===== src/rtl/rom_port_arbiter_pkg.sv =====
// Shared definitions for ROM port access: default window, requester
// encoding and the address window check also used by the RAM-side decoder.
package rom_port_arbiter_pkg;

    localparam logic [31:0] ROM_BASE_DEFAULT  = 32'h0040_0000;
    localparam int          ROM_BYTES_DEFAULT = 4096;
    localparam int          WAIT_MAX_DEFAULT  = 4;

    // Which requester owns an in-flight ROM access.
    typedef enum logic {
        REQ_IF = 1'b0,
        REQ_LD = 1'b1
    } req_who_e;

    // Word aligned and inside [base, base+bytes). The difference is taken in
    // 33 bits so an address below base can never wrap into the window.
    function automatic logic addr_in_window(
        input logic [31:0] addr,
        input logic [31:0] base,
        input logic [32:0] bytes
    );
        logic [32:0] diff;
        diff = {1'b0, addr} - {1'b0, base};
        return (addr[1:0] == 2'b00) &&
               ({1'b0, addr} >= {1'b0, base}) &&
               (diff < bytes);
    endfunction

endpackage


===== src/rtl/rom_port_arbiter_addr_check.sv =====
// Combinational window/alignment check and byte offset for one address.
module rom_addr_check
    import rom_port_arbiter_pkg::*;
#(
    parameter logic [31:0] ROM_BASE  = ROM_BASE_DEFAULT,
    parameter int          ROM_BYTES = ROM_BYTES_DEFAULT
) (
    input  logic [31:0] i_addr,
    output logic        o_ok,
    output logic [11:0] o_offset
);

    assign o_ok     = addr_in_window(i_addr, ROM_BASE, 33'(ROM_BYTES));
    assign o_offset = 12'(i_addr - ROM_BASE);

endmodule


===== src/rtl/rom_port_arbiter.sv =====
// Two-requester arbiter for the single combinational instruction-ROM port.
// IF normally wins; LD is forced after WAIT_MAX consecutive losses.
// Grant cycle registers the ROM address, the next cycle captures the word.
module rom_port_arbiter
    import rom_port_arbiter_pkg::*;
#(
    parameter logic [31:0] ROM_BASE  = ROM_BASE_DEFAULT,
    parameter int          ROM_BYTES = ROM_BYTES_DEFAULT,
    parameter int          WAIT_MAX  = WAIT_MAX_DEFAULT
) (
    input  logic        clk,
    input  logic        rst,
    input  logic        if_req,
    input  logic [31:0] if_addr,
    output logic        if_gnt,
    output logic        if_rvalid,
    output logic [31:0] if_rdata,
    output logic        if_err,
    input  logic        ld_req,
    input  logic [31:0] ld_addr,
    output logic        ld_gnt,
    output logic        ld_rvalid,
    output logic [31:0] ld_rdata,
    output logic        ld_err,
    output logic [11:0] rom_addr,
    input  logic [31:0] rom_data
);

    localparam int CNT_W = $clog2(WAIT_MAX + 1);

    logic             w_starve;
    logic             w_if_gnt;
    logic             w_ld_gnt;
    logic             w_any_gnt;
    logic [31:0]      w_sel_addr;
    logic             w_ok;
    logic [11:0]      w_offset;
    logic [31:0]      w_rdata_p1;

    logic [CNT_W-1:0] r_wait_cnt;
    logic             r_vld_p1;
    req_who_e         r_who_p1;
    logic             r_err_p1;
    logic [11:0]      r_rom_addr;

    logic             r_if_rvalid_p2;
    logic [31:0]      r_if_rdata_p2;
    logic             r_if_err_p2;
    logic             r_ld_rvalid_p2;
    logic [31:0]      r_ld_rdata_p2;
    logic             r_ld_err_p2;

    // Arbitration: IF priority unless LD has lost WAIT_MAX cycles in a row.
    assign w_starve   = (r_wait_cnt == CNT_W'(WAIT_MAX));
    assign w_ld_gnt   = ~rst & ld_req & (~if_req | w_starve);
    assign w_if_gnt   = ~rst & if_req & ~w_ld_gnt;
    assign w_any_gnt  = w_if_gnt | w_ld_gnt;
    assign w_sel_addr = w_ld_gnt ? ld_addr : if_addr;

    rom_addr_check #(
        .ROM_BASE  (ROM_BASE),
        .ROM_BYTES (ROM_BYTES)
    ) u_addr_check (
        .i_addr   (w_sel_addr),
        .o_ok     (w_ok),
        .o_offset (w_offset)
    );

    // Count consecutive cycles a pending LD loses to IF, saturating at WAIT_MAX.
    always_ff @(posedge clk) begin
        if (rst) begin
            r_wait_cnt <= '0;
        end else if (w_ld_gnt || !ld_req) begin
            r_wait_cnt <= '0;
        end else if (w_if_gnt && !w_starve) begin
            r_wait_cnt <= r_wait_cnt + 1'b1;
        end
    end

    // Stage p1: latch the granted access; a bad address leaves rom_addr alone.
    always_ff @(posedge clk) begin
        if (rst) begin
            r_vld_p1   <= 1'b0;
            r_who_p1   <= REQ_IF;
            r_err_p1   <= 1'b0;
            r_rom_addr <= '0;
        end else begin
            r_vld_p1 <= w_any_gnt;
            r_who_p1 <= w_ld_gnt ? REQ_LD : REQ_IF;
            r_err_p1 <= ~w_ok;
            if (w_any_gnt && w_ok) begin
                r_rom_addr <= w_offset;
            end
        end
    end

    assign w_rdata_p1 = r_err_p1 ? 32'h0 : rom_data;

    // Stage p2: route the ROM word to its owner; the other side's data holds.
    always_ff @(posedge clk) begin
        if (rst) begin
            r_if_rvalid_p2 <= 1'b0;
            r_if_rdata_p2  <= '0;
            r_if_err_p2    <= 1'b0;
            r_ld_rvalid_p2 <= 1'b0;
            r_ld_rdata_p2  <= '0;
            r_ld_err_p2    <= 1'b0;
        end else begin
            r_if_rvalid_p2 <= r_vld_p1 && (r_who_p1 == REQ_IF);
            r_ld_rvalid_p2 <= r_vld_p1 && (r_who_p1 == REQ_LD);
            if (r_vld_p1 && (r_who_p1 == REQ_IF)) begin
                r_if_rdata_p2 <= w_rdata_p1;
                r_if_err_p2   <= r_err_p1;
            end
            if (r_vld_p1 && (r_who_p1 == REQ_LD)) begin
                r_ld_rdata_p2 <= w_rdata_p1;
                r_ld_err_p2   <= r_err_p1;
            end
        end
    end

    assign if_gnt    = w_if_gnt;
    assign ld_gnt    = w_ld_gnt;
    assign rom_addr  = r_rom_addr;
    assign if_rvalid = r_if_rvalid_p2;
    assign if_rdata  = r_if_rdata_p2;
    assign if_err    = r_if_err_p2;
    assign ld_rvalid = r_ld_rvalid_p2;
    assign ld_rdata  = r_ld_rdata_p2;
    assign ld_err    = r_ld_err_p2;

endmodule


===== config.mk =====
export PLATFORM = sky130hd
export DESIGN_NAME = rom_port_arbiter
export DESIGN_NICKNAME = d
export VERILOG_FILES = /design/src/rtl/rom_port_arbiter_pkg.sv /design/src/rtl/rom_port_arbiter_addr_check.sv /design/src/rtl/rom_port_arbiter.sv
export SDC_FILE = /design/constraint.sdc
export NUM_CORES = 1
export LEC_CHECK = 0
export ABC_CLOCK_PERIOD_IN_PS = 3800
export CORE_MARGIN = 4
export CORE_UTILIZATION = 37
export CTS_CLUSTER_DIAMETER = 200
export DETAILED_ROUTE_END_ITERATION = 10
export GPL_ROUTABILITY_DRIVEN = 0
export PLACE_DENSITY = 0.83
export SYNTH_ARGS = -nofsm -noshare
export SYNTH_HDL_FRONTEND = slang
export SYNTH_SLANG_ARGS = --single-unit

===== constraint.sdc =====
create_clock -name clk -period 3.8 [get_ports clk]
set_input_delay 0.38 -clock clk [delete_from_list [all_inputs] [get_ports clk]]
set_output_delay 0.38 -clock clk [all_outputs]
set_load 0.01 [all_outputs]

Word-level counts from Yosys, hierarchy flattened
Cells that the tools add are included.

operators by class
  eq/ne operators = 1
  reduce and logical (&&, ||, !) cells = 11
  magnitude comparators = 2
  add/subtract/negate cells = 3
  multiplexer cells = 3
  bitwise gates (word level) = 11

operator list
  cell                                                                                   count
  32-bit 2-to-1 mux                                                                      2
  33-bit by 13-bit < comparator with 1-bit output, second input constant                 1
  32-bit by 23-bit subtractor with 33-bit output, second input constant                  1
  32-bit by 23-bit greater-or-equal comparator with 1-bit output, second input constant  1
  12-bit by 1-bit subtractor with 12-bit output, second input constant                   1
  1-bit logical AND                                                                      6
  1-bit NOT                                                                              5
  1-bit bitwise AND                                                                      4
  3-bit by 1-bit adder with 3-bit output, second input constant                          1
  3-bit equality test, second input constant                                             1
  1-bit logical NOT                                                                      2
  2-bit logical NOT                                                                      1
  1-bit bitwise OR                                                                       2
  2-bit OR reduction                                                                     1
  1-bit logical OR                                                                       1
  1-bit 2-to-1 mux                                                                       1

storage, ports and cells
  output and inout bits = 82
  bits in registers = 86

Logic depth before layout (Yosys ltp)
Gate-level depths: netlist of the first run.

  word-level depth = 8
  gate-level depth with buffers = 15

Hierarchy
A second synthesis of the first run with hierarchy kept.

unflattened totals
  cell total of the unflattened synthesis = 480
  area total of the unflattened synthesis = 3957.5 um^2

modules (own cells, without submodules)
  module            instances  sequential area each (um^2)  area an instance (um^2)  cells each
  rom_port_arbiter  1          1721.7                       3684.8                   443
  rom_addr_check    1          0.0                          272.8                    37

Least setup slack after synthesis of the first run
Ideal clock, no wire load.

  path type = register -> register
  start point = register r_wait_cnt[0]
  end point = register r_rom_addr[10], in the netlist rom_addr[10]
  setup time = 0.121 ns
  buffers on the path = 2
  arrival = 3.450 ns
  slack = 0.229 ns
  required time = 3.679 ns
  stages on the path, launching flop included = 16
  path through = dfxtp_1 > inv_1 > ha_1 > a21bo_2 > nand2_2 > inv_1 > buf_1 > mux2i_1 > ha_1 > nor4b_1 > nand3_1 > a22oi_1 > o2111ai_1 > a211oi_2 > buf_6 > mux2_4

on the way
  word-level cells in the longest chain between the ends = 8
  elaborated cells on any way between the ends = 15
  those cells by class = add/sub: 2; order compare: 2; eq/ne: 1; mux: 1; bitwise: 5; reduce/logical: 4

RTL lines
  what                                                                                         line                                                    source
  start: declaration                                                                           rom_port_arbiter.sv:40                                  logic [CNT_W-1:0] r_wait_cnt;
  start signal: assignment                                                                     rom_port_arbiter.sv:76                                  r_wait_cnt <= r_wait_cnt + 1'b1;
  3-bit equality test *                                                                        rom_port_arbiter.sv:54                                  assign w_starve = (r_wait_cnt == CNT_W'(WAIT_MAX));
  1-bit bitwise OR *                                                                           rom_port_arbiter.sv:55                                  assign w_ld_gnt = ~rst & ld_req & (~if_req | w_starve);
  1-bit bitwise AND *                                                                          rom_port_arbiter.sv:55
  via ld_gnt                                                                                   rom_port_arbiter.sv:21                                  output logic ld_gnt,
  32-bit 2-to-1 mux                                                                            rom_port_arbiter.sv:58                                  assign w_sel_addr = w_ld_gnt ? ld_addr : if_addr;
  32-bit by 23-bit subtractor with 33-bit output, or another cell as far along                 rom_port_arbiter_pkg.sv:23                              diff = {1'b0, addr} - {1'b0, base};
  33-bit by 13-bit < comparator with 1-bit output / 1-bit logical AND (equally long branches)  rom_port_arbiter_pkg.sv:26, rom_port_arbiter_pkg.sv:24
  1-bit logical AND                                                                            rom_port_arbiter_pkg.sv:25                              ({1'b0, addr} >= {1'b0, base}) &&
  1-bit logical AND                                                                            rom_port_arbiter.sv:91                                  if (w_any_gnt && w_ok) begin
  end signal: assignment                                                                       rom_port_arbiter.sv:92                                  r_rom_addr <= w_offset;
  end: declaration                                                                             rom_port_arbiter.sv:44                                  logic [11:0] r_rom_addr;

Mark *: on every way through the listed nets, which the timed path passes. The rest lies on a longest branch.
A chain may end at the register's enable or synchronous reset.

Worst setup path after layout of the first run
  start point = input ld_req
  end point = register r_rom_addr[11], in the netlist rom_addr[11]

on the way
  word-level cells in the longest chain between the ends = 7
  elaborated cells on any way between the ends = 14
  those cells by class = add/sub: 2; order compare: 2; mux: 1; bitwise: 5; reduce/logical: 4

RTL lines
  what                                                                                         line                                                    source
  start: declaration                                                                           rom_port_arbiter.sv:19                                  input logic ld_req,
  1-bit bitwise AND * (2 in series)                                                            rom_port_arbiter.sv:55
  32-bit 2-to-1 mux                                                                            rom_port_arbiter.sv:58
  32-bit by 23-bit subtractor with 33-bit output, or another cell as far along                 rom_port_arbiter_pkg.sv:23
  33-bit by 13-bit < comparator with 1-bit output / 1-bit logical AND (equally long branches)  rom_port_arbiter_pkg.sv:26, rom_port_arbiter_pkg.sv:24
  1-bit logical AND                                                                            rom_port_arbiter_pkg.sv:25
  1-bit logical AND                                                                            rom_port_arbiter.sv:91

Mark *: on every way between the ends. The rest lies on a longest branch, timed or not.

==> results of run 1 <==
[per-stage QoR]
stage / hold WS (ns) / cells
6_report: 0.4572 / 811
5_1_grt: 0.4750 / 811
4_1_cts: 0.4583 / 811
3_5_place_dp: 0.4464 / 795
3_3_place_gp: 0.4405 / 795
2_1_floorplan: 0.4638 / 499
[worst register-to-register path, stage by stage, from the launching register on]
cell and delay (ns):
dfxtp_1 0.34, inv_1 0.05, ha_1 0.23, a21bo_2 0.27, nand2_2 0.10, inv_1 0.07, mux2i_1 0.12, ha_1 0.27
nor4b_1 0.19, buf_4 0.15, nor4_1 0.26, and4bb_1 0.26, o2111ai_1 0.18, a211oi_2 0.23, buf_4 0.25, mux2_2 0.36
[how the worst max path moves through the flow]
stage	startpoint	endpoint	slack [ns]	cells after the start
after floorplan	r_wait_cnt[0]	rom_addr[10]	0.23	15
after global placement	if_req	rom_addr[2]	0.18	14
after detailed placement	ld_req	rom_addr[2]	0.03	13
after CTS	r_wait_cnt[0]	rom_addr[11]	0.39	15
after global routing	r_wait_cnt[0]	rom_addr[11]	0.05	14
final	ld_req	rom_addr[11]	0.35	13
[cells in the final DEF (no fill, tap or decap), types with 3 or more instances in the layout]
cell type / netlist / routed
nor4_1: 6 / 6
nand4_1: 3 / 3
clkbuf_8: 0 / 10
nor2_1: 12 / 12
inv_1: 7 / 7
mux2i_1: 3 / 3
a21oi_1: 77 / 77
and2_1: 3 / 3
buf_4: 0 / 10
ha_1: 3 / 3
clkinv_4: 0 / 3
nor2b_1: 45 / 44
nand3_1: 8 / 8
o21ai_0: 4 / 4
o2111ai_1: 5 / 5
clkdlybuf4s50_1: 0 / 180
nor3_1: 4 / 4
mux2_4: 8 / 8
dfxtp_1: 86 / 86
nand2_1: 158 / 158
nor3b_1: 3 / 3
[routing by layer]
layer / wire length [um] / up-vias
met5: 0 / -
met4: 257 / 0
met3: 1080 / 19
met2: 5722 / 200
met1: 4884 / 1846
li1: - / 2014
[kinds of logic after synthesis]
kind of cell / Yosys count / share of synthesized area (%)
and+or+nand+nor: 258 / 31.43
AOI/OAI and AO/OA: 101 / 14.88
DFF: 86 / 44.40
buffers and inverters: 38 / 3.872
muxes: 13 / 4.453
adders and majority gates: 3 / 0.9682
[registers in the layout, summed over array words and instances, names as in the netlist]
register and flops:
if_err 1, if_rdata 32, if_rvalid 1, ld_err 1, ld_rdata 32, ld_rvalid 1
r_err_p1 1, r_vld_p1 1, r_wait_cnt 3, r_who_p1 1, rom_addr 12
[power by group through the flow]
stage               sequential, mW  combinational (mW)  clock [mW]
finish                       0.935               0.293       0.594
global route                 0.938               0.318       0.660
global placement             0.955               0.287           0
CTS                          0.935               0.294       0.614
detailed placement           0.956               0.292           0
floorplan                    0.960               0.108           0
[area by class of cell]
type / count / area, um^2
fill: 947 / 4285
inverter: 7 / 26.28
clock inverter: 5 / 42.54
multi-input combinational: 375 / 2008
tap: 136 / 170.2
timing repair buffer: 191 / 1882
clock buffer: 11 / 141.4
sequential: 86 / 1722
==> impl_metrics.ini, run 1 <==
[critical_path]
r2r_start = r_wait_cnt[0]
critPathKind = in -> reg
cp_cell_sequence = clkdlybuf4s50_1 > and2b_1 > nand2_2 > inv_1 > mux2i_1 > ha_1 > nor4b_1 > nand3_1 > a22oi_1 > o2111ai_1 > a211oi_2 > buf_4 > mux2_2
cp.required_ns = 4.03
critPathBufInv = 3
path_delay_family = simple AND/OR/NAND/NOR gates
worstRegToRegCells = 15
slowest_stage = clkdlybuf4s50_1
cp-start-kind = input pin
r2r_end = rom_addr[11]
ff2ff_setup_slack_ns = 0.37
critPathMaxStageDelay_ns = 0.55
arrival_ns = 3.68
crit_fanout = 12
endpoint_kind = register

[sta]
grt_setup_unrepaired = false
fmax_mhz = 290.0
worstMarginPinSlew_ns = 0.9762
setup_viol = 0
min_period_ns = 3.448
relSlewSlack_pct = 34.92
hold_violations = 0
finalWorstSetupSlack_ns = 0.3519
tns_ns = 0
slew_violations = 0
fin_skew_ns = 0.01476
finalCritPeriodShare_pct = 90.74

[floorplanning]
io_pins = 182
die_w_um = 110.4
start_util_pct = 37.73
dieArea_mm2 = 0.01218
die_h_um = 110.4
core_mm2 = 0.01028
num_rows = 37

[grt]
grtUsageMet3_pct = 5.416
grt_max_degree = 96
grt_pass1_wl_um = 18610
grt_use_total_pct = 19.22
first_global_vias = 3946
met2_usage_pct = 33.23
grt_antenna_before_repair = 0
busiest_layer = met2
grt_overflow = 0
grt_use_met1_pct = 23.05

[logic_synthesis]
synth_cells = 499
syn_avg_cell_area_um2 = 7.770
synth.area.top_cells = dfxtp_1, nand2_1, a21oi_1, nor2b_1, mux2_4
yosys_warnings = 0
async_reset_ff_share_pct = 0
synth_edf_count = 0
synth_area_mm2 = 0.003877
synth_cell_types = 48
synth.most_common_cell = nand2_1
ys_seq_area_share_pct = 44.40
synth_nets = 602
synthFlopType = dfxtp_1
synth.ff_latch_count = 86
synth_common_cells = nand2_1, dfxtp_1, a21oi_1, nor2b_1, clkbuf_1
synth_top_area_share_pct = 44.40
synth_top_cell_by_area = dfxtp_1

[place]
place_hpwl_um = 8958
placed_cell_area_mm2 = 0.005808
port_buffers = 181
place_ws_ns = 0.02914

[clock_tree]
cts.sinks = 86
clk_path_buf_depth = 2
clkLatencyLatePin_ns = 0.34
htree_levels = 3
ctsResizeCount = 0
cts-root-buf = clkbuf_8
cts_setup_buffers = 0
tritoncts = built
cts_hold_buffers = 0
clk_pin_slew_ns = 0.08
cts-buffers-inserted = 9

[power]
switching_share_pct = 26.11
p_clk_share_pct = 32.6
pwr-share-comb_pct = 16.1
p_seq_share_pct = 51.3
finalPower_mw = 1.822
p_sw_mw = 0.4756
power_leakage_nw = 2.104
p_int_mw = 1.346
power.density_mw_per_mm2 = 304.0
peakVddDrop_mv = 0.2207

[hold_path]
holdPathEnd = ld_rdata[16]
whs_path_depth = 2
hp-class = reg -> reg
worstHoldStart = ld_rdata[16]

[route]
initialDrtViolationCount = 274
wl_um = 11940
ant_nets = 0
firstDrtPassIters = 4
wire_per_inst_um = 14.73
route.vias.total = 4079
drc = 0
post_drt_via_cell_ratio = 5.030

[status]
status = complete, no violations

[job]
max_cap_violations = 0

[cells_and_area]
nNetsFinal = 773
syn2layout_area_growth_pct = 54.53
fin_area_mm2 = 0.005992
utilization_pct = 58.30
antenna_cells = 0
drive_gt1_share_pct = 6.519
Note: power is estimated with default switching activity, not from simulation.
==> inputs of run 2 (changes only) <==
--- a/config.mk
+++ b/config.mk
@@ -7,11 +7,12 @@
 export LEC_CHECK = 0
 export ABC_CLOCK_PERIOD_IN_PS = 3800
 export CORE_MARGIN = 4
-export CORE_UTILIZATION = 37
+export CORE_UTILIZATION = 38
+export CTS_BUF_LIST = sky130_fd_sc_hd__clkbuf_4
 export CTS_CLUSTER_DIAMETER = 200
 export DETAILED_ROUTE_END_ITERATION = 10
 export GPL_ROUTABILITY_DRIVEN = 0
-export PLACE_DENSITY = 0.83
+export PLACE_DENSITY = 0.85
 export SYNTH_ARGS = -nofsm -noshare
 export SYNTH_HDL_FRONTEND = slang
 export SYNTH_SLANG_ARGS = --single-unit
==> run 2 against run 1 <==
Net effect: critical path depth is 2 higher; hold slack better by 0.0057 ns; global-route usage is 0.35 points higher; register-to-register slack worse by 0.12 ns; critical path type is now reg -> reg; sequential power hardly changed; clock-buffer cell count is 2 lower; worst setup slack worse by 0.10 ns; via count is 1.5% higher; clock skew is 0.0028 ns higher; largest cell class unchanged; critical endpoint unchanged; wire length is 1.1% higher.
==> impl_metrics.ini, run 2 (synthesized netlist as in run 1, its figures left out) <==
[sta]
hold_violations = 0
fin_skew_ns = 0.01752
min_period_ns = 3.552
tns_ns = 0
relSlewSlack_pct = 34.36
worstMarginPinSlew_ns = 0.9847
grt_setup_unrepaired = false
finalCritPeriodShare_pct = 93.46
setup_viol = 0
whs_ns = 0.4629
finalWorstSetupSlack_ns = 0.2483
slew_violations = 0
fmax_mhz = 281.6

[grt]
first_global_vias = 4027
grt_max_degree = 96
grt_use_total_pct = 19.57
grt_antenna_before_repair = 0
grt_pass1_wl_um = 18530
grt_overflow = 0

[floorplanning]
die_w_um = 109.0
die_h_um = 109.0
dieArea_mm2 = 0.01188
io_pins = 182
num_rows = 36
start_util_pct = 39.31
core_mm2 = 0.009864

[hold_path]
worstHoldStart = ld_rdata[8]
hp-class = reg -> reg
whs_path_depth = 2
holdPathEnd = ld_rdata[8]

[clock_tree]
tritoncts = built
cts_hold_buffers = 0
clk_path_buf_depth = 2
cts_setup_buffers = 0
htree_levels = 3
cts-buffers-inserted = 9
cts-root-buf = clkbuf_4
clkLatencyLatePin_ns = 0.42
clk_pin_slew_ns = 0.14
ctsResizeCount = 0
cts.sinks = 86

[critical_path]
r2r_start = r_wait_cnt[0]
endpoint_kind = register
slowest_stage = dfxtp_1
r2r_end = rom_addr[11]
crit_fanout = 12
ff2ff_setup_slack_ns = 0.25
cp.required_ns = 4.12
cp_cell_sequence = inv_1 > ha_1 > a21bo_2 > nand2_2 > inv_1 > mux2i_1 > ha_1 > nor4b_1 > buf_4 > nor4_1 > and4bb_1 > o2111ai_1 > a211oi_2 > buf_4 > mux2_2
critPathMaxStageDelay_ns = 0.37
worstRegToRegCells = 15
critPathKind = reg -> reg
arrival_ns = 3.87
cp-start-kind = register

[route]
initialDrtViolationCount = 211
firstDrtPassIters = 5
drc = 0
ant_nets = 0
post_drt_via_cell_ratio = 5.124
wl_um = 12080
wire_per_inst_um = 14.95
route.vias.total = 4140

[cells_and_area]
mostFrequentLayoutCells = clkdlybuf4s50_1, nand2_1, dfxtp_1
antenna_cells = 0
drive_gt1_share_pct = 6.667
syn2layout_area_growth_pct = 53.60
utilization_pct = 60.38
fin_cells = 808
fin_area_mm2 = 0.005956
layout_commonest_cell = clkdlybuf4s50_1
nNetsFinal = 773

[place]
place_ws_ns = 0.008267
placed_cell_area_mm2 = 0.005807
port_buffers = 181
place_hpwl_um = 8923
placed_cells = 792

[job]
max_cap_violations = 0

[power]
p_clk_share_pct = 30.5
peakVddDrop_mv = 0.1952
p_seq_share_pct = 52.6
power_leakage_nw = 2.086
pwr-share-comb_pct = 16.8
p_int_mw = 1.296
power.density_mw_per_mm2 = 297.5
finalPower_mw = 1.772
switching_share_pct = 26.86
p_sw_mw = 0.4759

[status]
status = complete, no violations
## run 2: worst max-delay path by stage
stage,slack (ns),start,cells after the start,endpoint
2_1_floorplan,0.23,r_wait_cnt[0],15,rom_addr[10]
3_3_place_gp,0.18,if_req,14,rom_addr[2]
3_5_place_dp,0.008,ld_req,13,rom_addr[11]
4_1_cts,0.30,r_wait_cnt[0],15,rom_addr[11]
5_1_grt,0.15,r_wait_cnt[0],15,rom_addr[11]
6_report,0.25,r_wait_cnt[0],15,rom_addr[11]
## run 2: worst max-delay path, delay by kind of cell (launching register included)
family,cells,cell delay (ns)
multiplexers,2,0.48
buffers and inverters,4,0.54
flip-flops,1,0.37
AND/OR/NAND/NOR,4,0.88
AO/OA/AOI/OAI,3,0.68
adder cells (fa/ha/maj),2,0.52
## run 2: power by group through the flow
stage / combinational (mW) / clock, mW / sequential, mW
6_report: 0.298 / 0.540 / 0.933
5_1_grt: 0.321 / 0.597 / 0.936
4_1_cts: 0.298 / 0.561 / 0.933
3_5_place_dp: 0.297 / 0 / 0.953
3_3_place_gp: 0.291 / 0 / 0.951
2_1_floorplan: 0.108 / 0 / 0.960
## run 2: layout make-up
cell class,instances,area [um^2]
Timing Repair Buffer,191,1884
Clock buffer,9,67.56
Clock inverter,7,81.33
Multi-Input combinational cell,375,2008
Fill cell,857,3909
Sequential cell,86,1722
Inverter,7,26.28
Tap cell,133,166.4
## run 2: routing by layer
layer  vias to the layer above  track usage [%]  routed length, um
met5                         -                0                  0
met4                         0            5.861                267
met3                        30            5.388               1141
met2                       218            35.39               5927
met1                      1879            22.32               4740
li1                       2013                -                  -
